===== src/rtl/elc3_datapath_hs.sv =====
// elc3_datapath_hs: eLC-3 datapath with gated bus, register file, ALU, address adder and req/ack memory sequencer
//
// Ports:
//   Clk, Reset            clock and synchronous active-low reset
//   LD_*                  register load strobes (MAR, MDR, IR, BEN, REG, CC, PC)
//   Gate*                 bus driver enables (PC, MDR, ALU, MARMUX)
//   *MUX, ALUK            datapath steering from the control FSM
//   MIO_EN, R_W           memory operation request and direction
//   Mem_Req/WE/Addr/WData memory request side, Mem_RData/Mem_Ack memory response side
//   R                     memory operation complete
//   BEN, IR               branch enable and instruction register to control
//   Bus_Err               sticky flag set when more than one bus driver is enabled
module elc3_datapath_hs #(
    parameter int                DATA_W   = 16,
    parameter logic [DATA_W-1:0] PC_RESET = '0
) (
    input  logic              Clk,
    input  logic              Reset,
    input  logic              LD_MAR,
    input  logic              LD_MDR,
    input  logic              LD_IR,
    input  logic              LD_BEN,
    input  logic              LD_REG,
    input  logic              LD_CC,
    input  logic              LD_PC,
    input  logic              GatePC,
    input  logic              GateMDR,
    input  logic              GateALU,
    input  logic              GateMARMUX,
    input  logic              ADDR1MUX,
    input  logic [1:0]        ADDR2MUX,
    input  logic [1:0]        PCMUX,
    input  logic [1:0]        DRMUX,
    input  logic [1:0]        SR1MUX,
    input  logic              SR2MUX,
    input  logic              MARMUX,
    input  logic [1:0]        ALUK,
    input  logic              MIO_EN,
    input  logic              R_W,
    output logic              Mem_Req,
    output logic              Mem_WE,
    output logic [DATA_W-1:0] Mem_Addr,
    output logic [DATA_W-1:0] Mem_WData,
    input  logic [DATA_W-1:0] Mem_RData,
    input  logic              Mem_Ack,
    output logic              R,
    output logic              BEN,
    output logic [15:0]       IR,
    output logic              Bus_Err
);

    typedef enum logic [1:0] {IDLE, ACCESS, DONE} seq_t;

    seq_t              state_q, state_d;
    logic [DATA_W-1:0] pc_q, pc_d;
    logic [DATA_W-1:0] mar_q, mar_d;
    logic [DATA_W-1:0] mdr_q, mdr_d;
    logic [DATA_W-1:0] rbuf_q, rbuf_d;
    logic [15:0]       ir_q, ir_d;
    logic [DATA_W-1:0] regs_q [8];
    logic [DATA_W-1:0] regs_d [8];
    logic              ben_q, ben_d;
    logic              n_q, n_d;
    logic              z_q, z_d;
    logic              p_q, p_d;
    logic              we_q, we_d;
    logic              err_q, err_d;

    logic [DATA_W-1:0] sext5, sext6, sext9, sext11, zext8;
    logic [DATA_W-1:0] addr1, addr2, addr;
    logic [DATA_W-1:0] sr1, sr2, alu_b, alu;
    logic [DATA_W-1:0] marmux, pcmux, bus;
    logic [2:0]        sr1_sel, dr_sel;
    logic [2:0]        gate_cnt;

    // Offset and immediate extension; instruction fields always come from IR[15:0]
    always_comb begin
        sext5  = {{(DATA_W-5){ir_q[4]}}, ir_q[4:0]};
        sext6  = {{(DATA_W-6){ir_q[5]}}, ir_q[5:0]};
        sext9  = {{(DATA_W-9){ir_q[8]}}, ir_q[8:0]};
        sext11 = {{(DATA_W-11){ir_q[10]}}, ir_q[10:0]};
        zext8  = {{(DATA_W-8){1'b0}}, ir_q[7:0]};
    end

    // Register selection, combinational register-file reads and ALU
    always_comb begin
        sr1_sel = (SR1MUX == 2'd0) ? ir_q[11:9] :
                  (SR1MUX == 2'd1) ? ir_q[8:6]  : 3'd6;
        dr_sel  = (DRMUX == 2'd0) ? ir_q[11:9] :
                  (DRMUX == 2'd2) ? 3'd6       : 3'd7;
        sr1     = regs_q[sr1_sel];
        sr2     = regs_q[ir_q[2:0]];
        alu_b   = SR2MUX ? sext5 : sr2;
        alu     = (ALUK == 2'd0) ? sr1 + alu_b :
                  (ALUK == 2'd1) ? sr1 & alu_b :
                  (ALUK == 2'd2) ? ~sr1        : sr1;
    end

    // Address adder, MARMUX and PC source selection; all sums wrap at DATA_W
    always_comb begin
        addr1  = ADDR1MUX ? sr1 : pc_q;
        addr2  = (ADDR2MUX == 2'd0) ? '0    :
                 (ADDR2MUX == 2'd1) ? sext6 :
                 (ADDR2MUX == 2'd2) ? sext9 : sext11;
        addr   = addr1 + addr2;
        marmux = MARMUX ? addr : zext8;
        pcmux  = (PCMUX == 2'd0) ? pc_q + DATA_W'(1) :
                 (PCMUX == 2'd1) ? bus               :
                 (PCMUX == 2'd2) ? addr              : pc_q;
    end

    // Gated bus: with several drivers enabled the sources are ORed, mimicking
    // a wired bus, and the contention is recorded in Bus_Err
    always_comb begin
        bus      = (GateMARMUX ? marmux : '0) |
                   (GateALU    ? alu    : '0) |
                   (GateMDR    ? mdr_q  : '0) |
                   (GatePC     ? pc_q   : '0);
        gate_cnt = {2'b0, GateMARMUX} + {2'b0, GateALU} + {2'b0, GateMDR} + {2'b0, GatePC};
    end

    // Architectural register next-state
    always_comb begin
        regs_d = regs_q;
        if (LD_REG)
            regs_d[dr_sel] = bus;
        pc_d  = LD_PC  ? pcmux     : pc_q;
        mar_d = LD_MAR ? bus       : mar_q;
        ir_d  = LD_IR  ? bus[15:0] : ir_q;
        // With MIO_EN high the MDR takes the word captured by the sequencer
        mdr_d = LD_MDR ? (MIO_EN ? rbuf_q : bus) : mdr_q;
        n_d   = LD_CC ? bus[DATA_W-1]                   : n_q;
        z_d   = LD_CC ? (bus == '0)                     : z_q;
        p_d   = LD_CC ? (~bus[DATA_W-1] & (bus != '0))  : p_q;
        // BEN uses the condition codes as they stand before this edge
        ben_d = LD_BEN ? ((ir_q[11] & n_q) | (ir_q[10] & z_q) | (ir_q[9] & p_q)) : ben_q;
        err_d = err_q | (gate_cnt > 3'd1);
    end

    // Sequencer next-state; an access is never aborted once started
    always_comb begin
        state_d = state_q;
        case (state_q)
            IDLE:    state_d = MIO_EN ? ACCESS : IDLE;
            ACCESS:  state_d = Mem_Ack ? (MIO_EN ? DONE : IDLE) : ACCESS;
            DONE:    state_d = MIO_EN ? DONE : IDLE;
            default: state_d = IDLE;
        endcase
        we_d   = (state_q == IDLE && MIO_EN) ? R_W : we_q;
        rbuf_d = (state_q == ACCESS && Mem_Ack && !we_q) ? Mem_RData : rbuf_q;
    end

    // Sequencer outputs, all decoded from registered state
    always_comb begin
        Mem_Req = (state_q == ACCESS);
        R       = (state_q == DONE);
        Mem_WE  = we_q;
    end

    always_ff @(posedge Clk) begin
        if (!Reset)
            state_q <= IDLE;
        else
            state_q <= state_d;
    end

    always_ff @(posedge Clk) begin
        if (!Reset) begin
            pc_q   <= PC_RESET;
            mar_q  <= '0;
            mdr_q  <= '0;
            rbuf_q <= '0;
            ir_q   <= '0;
            for (int i = 0; i < 8; i++)
                regs_q[i] <= '0;
            ben_q  <= 1'b0;
            n_q    <= 1'b0;
            z_q    <= 1'b1;
            p_q    <= 1'b0;
            we_q   <= 1'b0;
            err_q  <= 1'b0;
        end else begin
            pc_q   <= pc_d;
            mar_q  <= mar_d;
            mdr_q  <= mdr_d;
            rbuf_q <= rbuf_d;
            ir_q   <= ir_d;
            regs_q <= regs_d;
            ben_q  <= ben_d;
            n_q    <= n_d;
            z_q    <= z_d;
            p_q    <= p_d;
            we_q   <= we_d;
            err_q  <= err_d;
        end
    end

    assign Mem_Addr  = mar_q;
    assign Mem_WData = mdr_q;
    assign BEN       = ben_q;
    assign IR        = ir_q;
    assign Bus_Err   = err_q;

endmodule


===== config.mk =====
export PLATFORM = sky130hd
export DESIGN_NAME = elc3_datapath_hs
export DESIGN_NICKNAME = d
export VERILOG_FILES = /design/src/rtl/elc3_datapath_hs.sv
export SDC_FILE = /design/constraint.sdc
export NUM_CORES = 1
export LEC_CHECK = 0
export ABC_AREA = 1
export BUFFER_PORTS_ARGS = -buffer_cell sky130_fd_sc_hd__buf_4
export CAP_MARGIN = 20
export CORE_MARGIN = 5
export CORE_UTILIZATION = 55
export CTS_BUF_LIST = sky130_fd_sc_hd__clkbuf_8
export DETAILED_ROUTE_END_ITERATION = 16
export PLACE_DENSITY = 0.74
export RECOVER_POWER = 25
export SETUP_SLACK_MARGIN = 0.3
export SYNTH_ARGS = -nofsm -noshare
export SYNTH_HDL_FRONTEND = slang
export SYNTH_SLANG_ARGS = --single-unit

===== constraint.sdc =====
create_clock -name Clk -period 9.08 [get_ports Clk]
set_clock_uncertainty 0.05 [all_clocks]
set_input_delay 0.454 -clock Clk [delete_from_list [all_inputs] [get_ports Clk]]
set_output_delay 0.454 -clock Clk [all_outputs]
set_load 0.05 [all_outputs]

==> flow_summary.toml <==
[run_status]
status = "finished with violations"
violations = "max-capacitance violations, max-slew violations"

[floorplanning]
io_pins = 98
initial_core_util_pct = 55.4
core_area_um2 = 25800
die_w_um = 171
dieArea_um2 = 29400
die_h_um = 171
rows = 59

[route]
routed_wl_um = 53600
vias_per_cell = 5.96
drc_errors = 0
drt_iter0_drc = 2202
routed-via-count = 15999
first_pass_iters = 6
ant_nets = 0
wl_per_cell_um = 20.0

[logic_synthesis]
netlist.area_leader.share_pct = 30.2
netlist_area_um2 = 14300
syn_inst = 2302
synth_area_leader_cell = "dfxtp_1"
ys_seq_area_share_pct = 30.2
yosys_warnings = 0
syn-num-nets = 2382
synth.distinct_cells = 53
netlist_top_cells_area = "dfxtp_1 30%, nand2_1 11%, inv_1 10%"
synth-seq-cells = 216
syn_area_per_cell_um2 = 6.22

[critical_path]
worstSetupPathType = "flip-flop to flip-flop"
crit_buf_inv = 1
path_max_fanout = 83
cp_slowest_cell = "nand2_4"
critPathLaunchType = "flip-flop"
critPathMostFrequentCell = "nand2_1"
crit_path_end_kind = "flip-flop"
crit_chain = "nand3_2 > nand2_4 > inv_4 > nand2_1 > nand3_1 > nand3_1 > nand2_1 > o21ai_0 > ha_1 > a21oi_1 > nand2_1 > nand2_1 > and2_1 > nand2_1 > nand2_1 > nand3_1 > nor2_1 > nand3_1 > nor2_1 > nand3_2 > nand2_1 > a21oi_1"
required_ps = 9460
cp.arrival_ps = 6830
critPathTopFamily = "simple AND/OR/NAND/NOR gates"
slowest_delay_ps = 1100

[timing]
fmax_mhz = 155
fin_crit_ps = 6460
rsz0062_at_grt = "no"
fin_ws_ps = 2620
worstMarginPinSlew_ps = 3180
finalCritPeriodShare_pct = 71.1
finalHoldViolations = 0
tns_ps = 0
setup_viol = 0
drv_slew = 102
slew_headroom_pct = -112

[global_route]
grt_max_degree = 84
grt-ovfl-total = 0
grt_pass1_vias = 14488
grtUsageMet2_pct = 52.9
grt_pass1_wl_um = 82200
top_usage_layer = "met2"
grt_usage_pct = 35.5
antenna_found_initial = 0
grt_use_met1_pct = 48.4
grtUsageMet3_pct = 8.57

[place]
gp_congestion = 1.04
hpwlAfterDp_um = 37100
post-place-ws_ps = 2770
port_buffers = 97

[clock_tree]
post_cts_buffers = 0
cts_resized = 0
numClockSinks = 216
clkTransAtPathRegs_ps = 70
cts_tree = "built"
cts_inserted_buffers = 39
clk-insertion-delay-late_ps = 580
max-clock-path-buffers = 3
clockRootBuffer = "clkbuf_8"
cts_hold_buf = 0
htreeDepth = 2

[pwr]
peakVddDrop_mv = 0.152
p_leak_nw = 7.64
p_per_area_nw_per_um2 = 193

[layout]
fin_nets = 2403
diodes = 0
drive_gt1_share_pct = 7.20
fillCellCount = 2639
layout.cells.most_common_list = "411 x inv_1, 411 x nand2_1, 295 x o21ai_0"
syn_to_final_growth_pct = 9.11

[min_path]
hold_path.class = "input port to flip-flop"

[run]
maxCapViolCount = 2
## worst min-delay path, delay by kind of cell
kind / cells / cell delay [ps]
AND/OR/NAND/NOR: 2 / 110
buffers and inverters: 1 / 80
## synth_stat cells (all sizes together)
master	number
a21o	1
fa	3
clkbuf	99
nor4	3
nand3	186
buf	38
o21a	1
a21oi	224
a32oi	1
dfxtp	216
o221ai	4
nand4	12
a221oi	19
nand2	427
nor2	174
a31oi	7
xnor2	5
o21ai	338
inv	409
xor2	8
a41oi	5
ha	32
a211oi	8
and2	2
o22ai	13
o211ai	44
clkinv	2
nor3	11
a21boi	1
or2	3
o21bai	6
## where the power goes
part | switching, mW | internal (mW) | leakage (nW)
sequential | 0.0451 | 1.00 | 1.76
clock | 0.439 | 0.575 | 0.473
combinational | 0.710 | 0.245 | 5.40
## path summary, 6_finish.rpt
check / from / to / slack [ps] / depth (start not counted)
max reg2reg: IR[6] / p_q / 2620 / 22
min reg2reg: p_q / p_q / 430 / 2
max: IR[6] / p_q / 2620 / 22
min: Mem_RData[6] / rbuf_q[6] / 50 / 3
## stage by stage
step                      cells  power (mW)  area (um^2)  hold slack (ps)  utilization (%)
after floorplan            2302        1.69        14300              394                -
after global placement     2615        2.00        14900              400             57.8
after detailed placement   2616        2.00        15000              415             57.9
after CTS                  2682        3.00        15800             44.1             61.1
after global routing       2683        3.14        15600             39.4             60.5
final                      2683        3.02        15600             51.5             60.5
## routing by layer
metal	routed length, um	share of wire, %
met5	0	0
met4	2940	5.5
met3	6240	12
met2	22800	43
met1	21700	40
## final cells by class
type	count	area, um^2	area share, %
inverter	411	1550	9.90
sequential	216	4330	27.7
multi-input combinational	1538	7780	49.8
tap	335	419	2.68
clock inverter	20	201	1.29
timing repair buffer	117	719	4.60
clock buffer	46	633	4.05
## sequential cells by signal, summed over array words and instances, names as in the netlist
name       count
regs_q       128
IR            16
Mem_Addr      16
Mem_WData     16
pc_q          16
rbuf_q        16
state_q        2
BEN            1
Bus_Err        1
Mem_WE         1
n_q            1
p_q            1
z_q            1
## logic make-up after synthesis
| family | after synthesis | synth area share, % |
|---|---|---|
| flip-flops | 216 | 30.2 |
| adder cells (fa/ha/maj) | 35 | 3.22 |
| AO/OA/AOI/OAI | 672 | 25.7 |
| buffers and inverters | 548 | 15.5 |
| XOR/XNOR | 13 | 0.795 |
| AND/OR/NAND/NOR | 818 | 24.6 |
No activity file was read; power rests on OpenSTA's default activity.
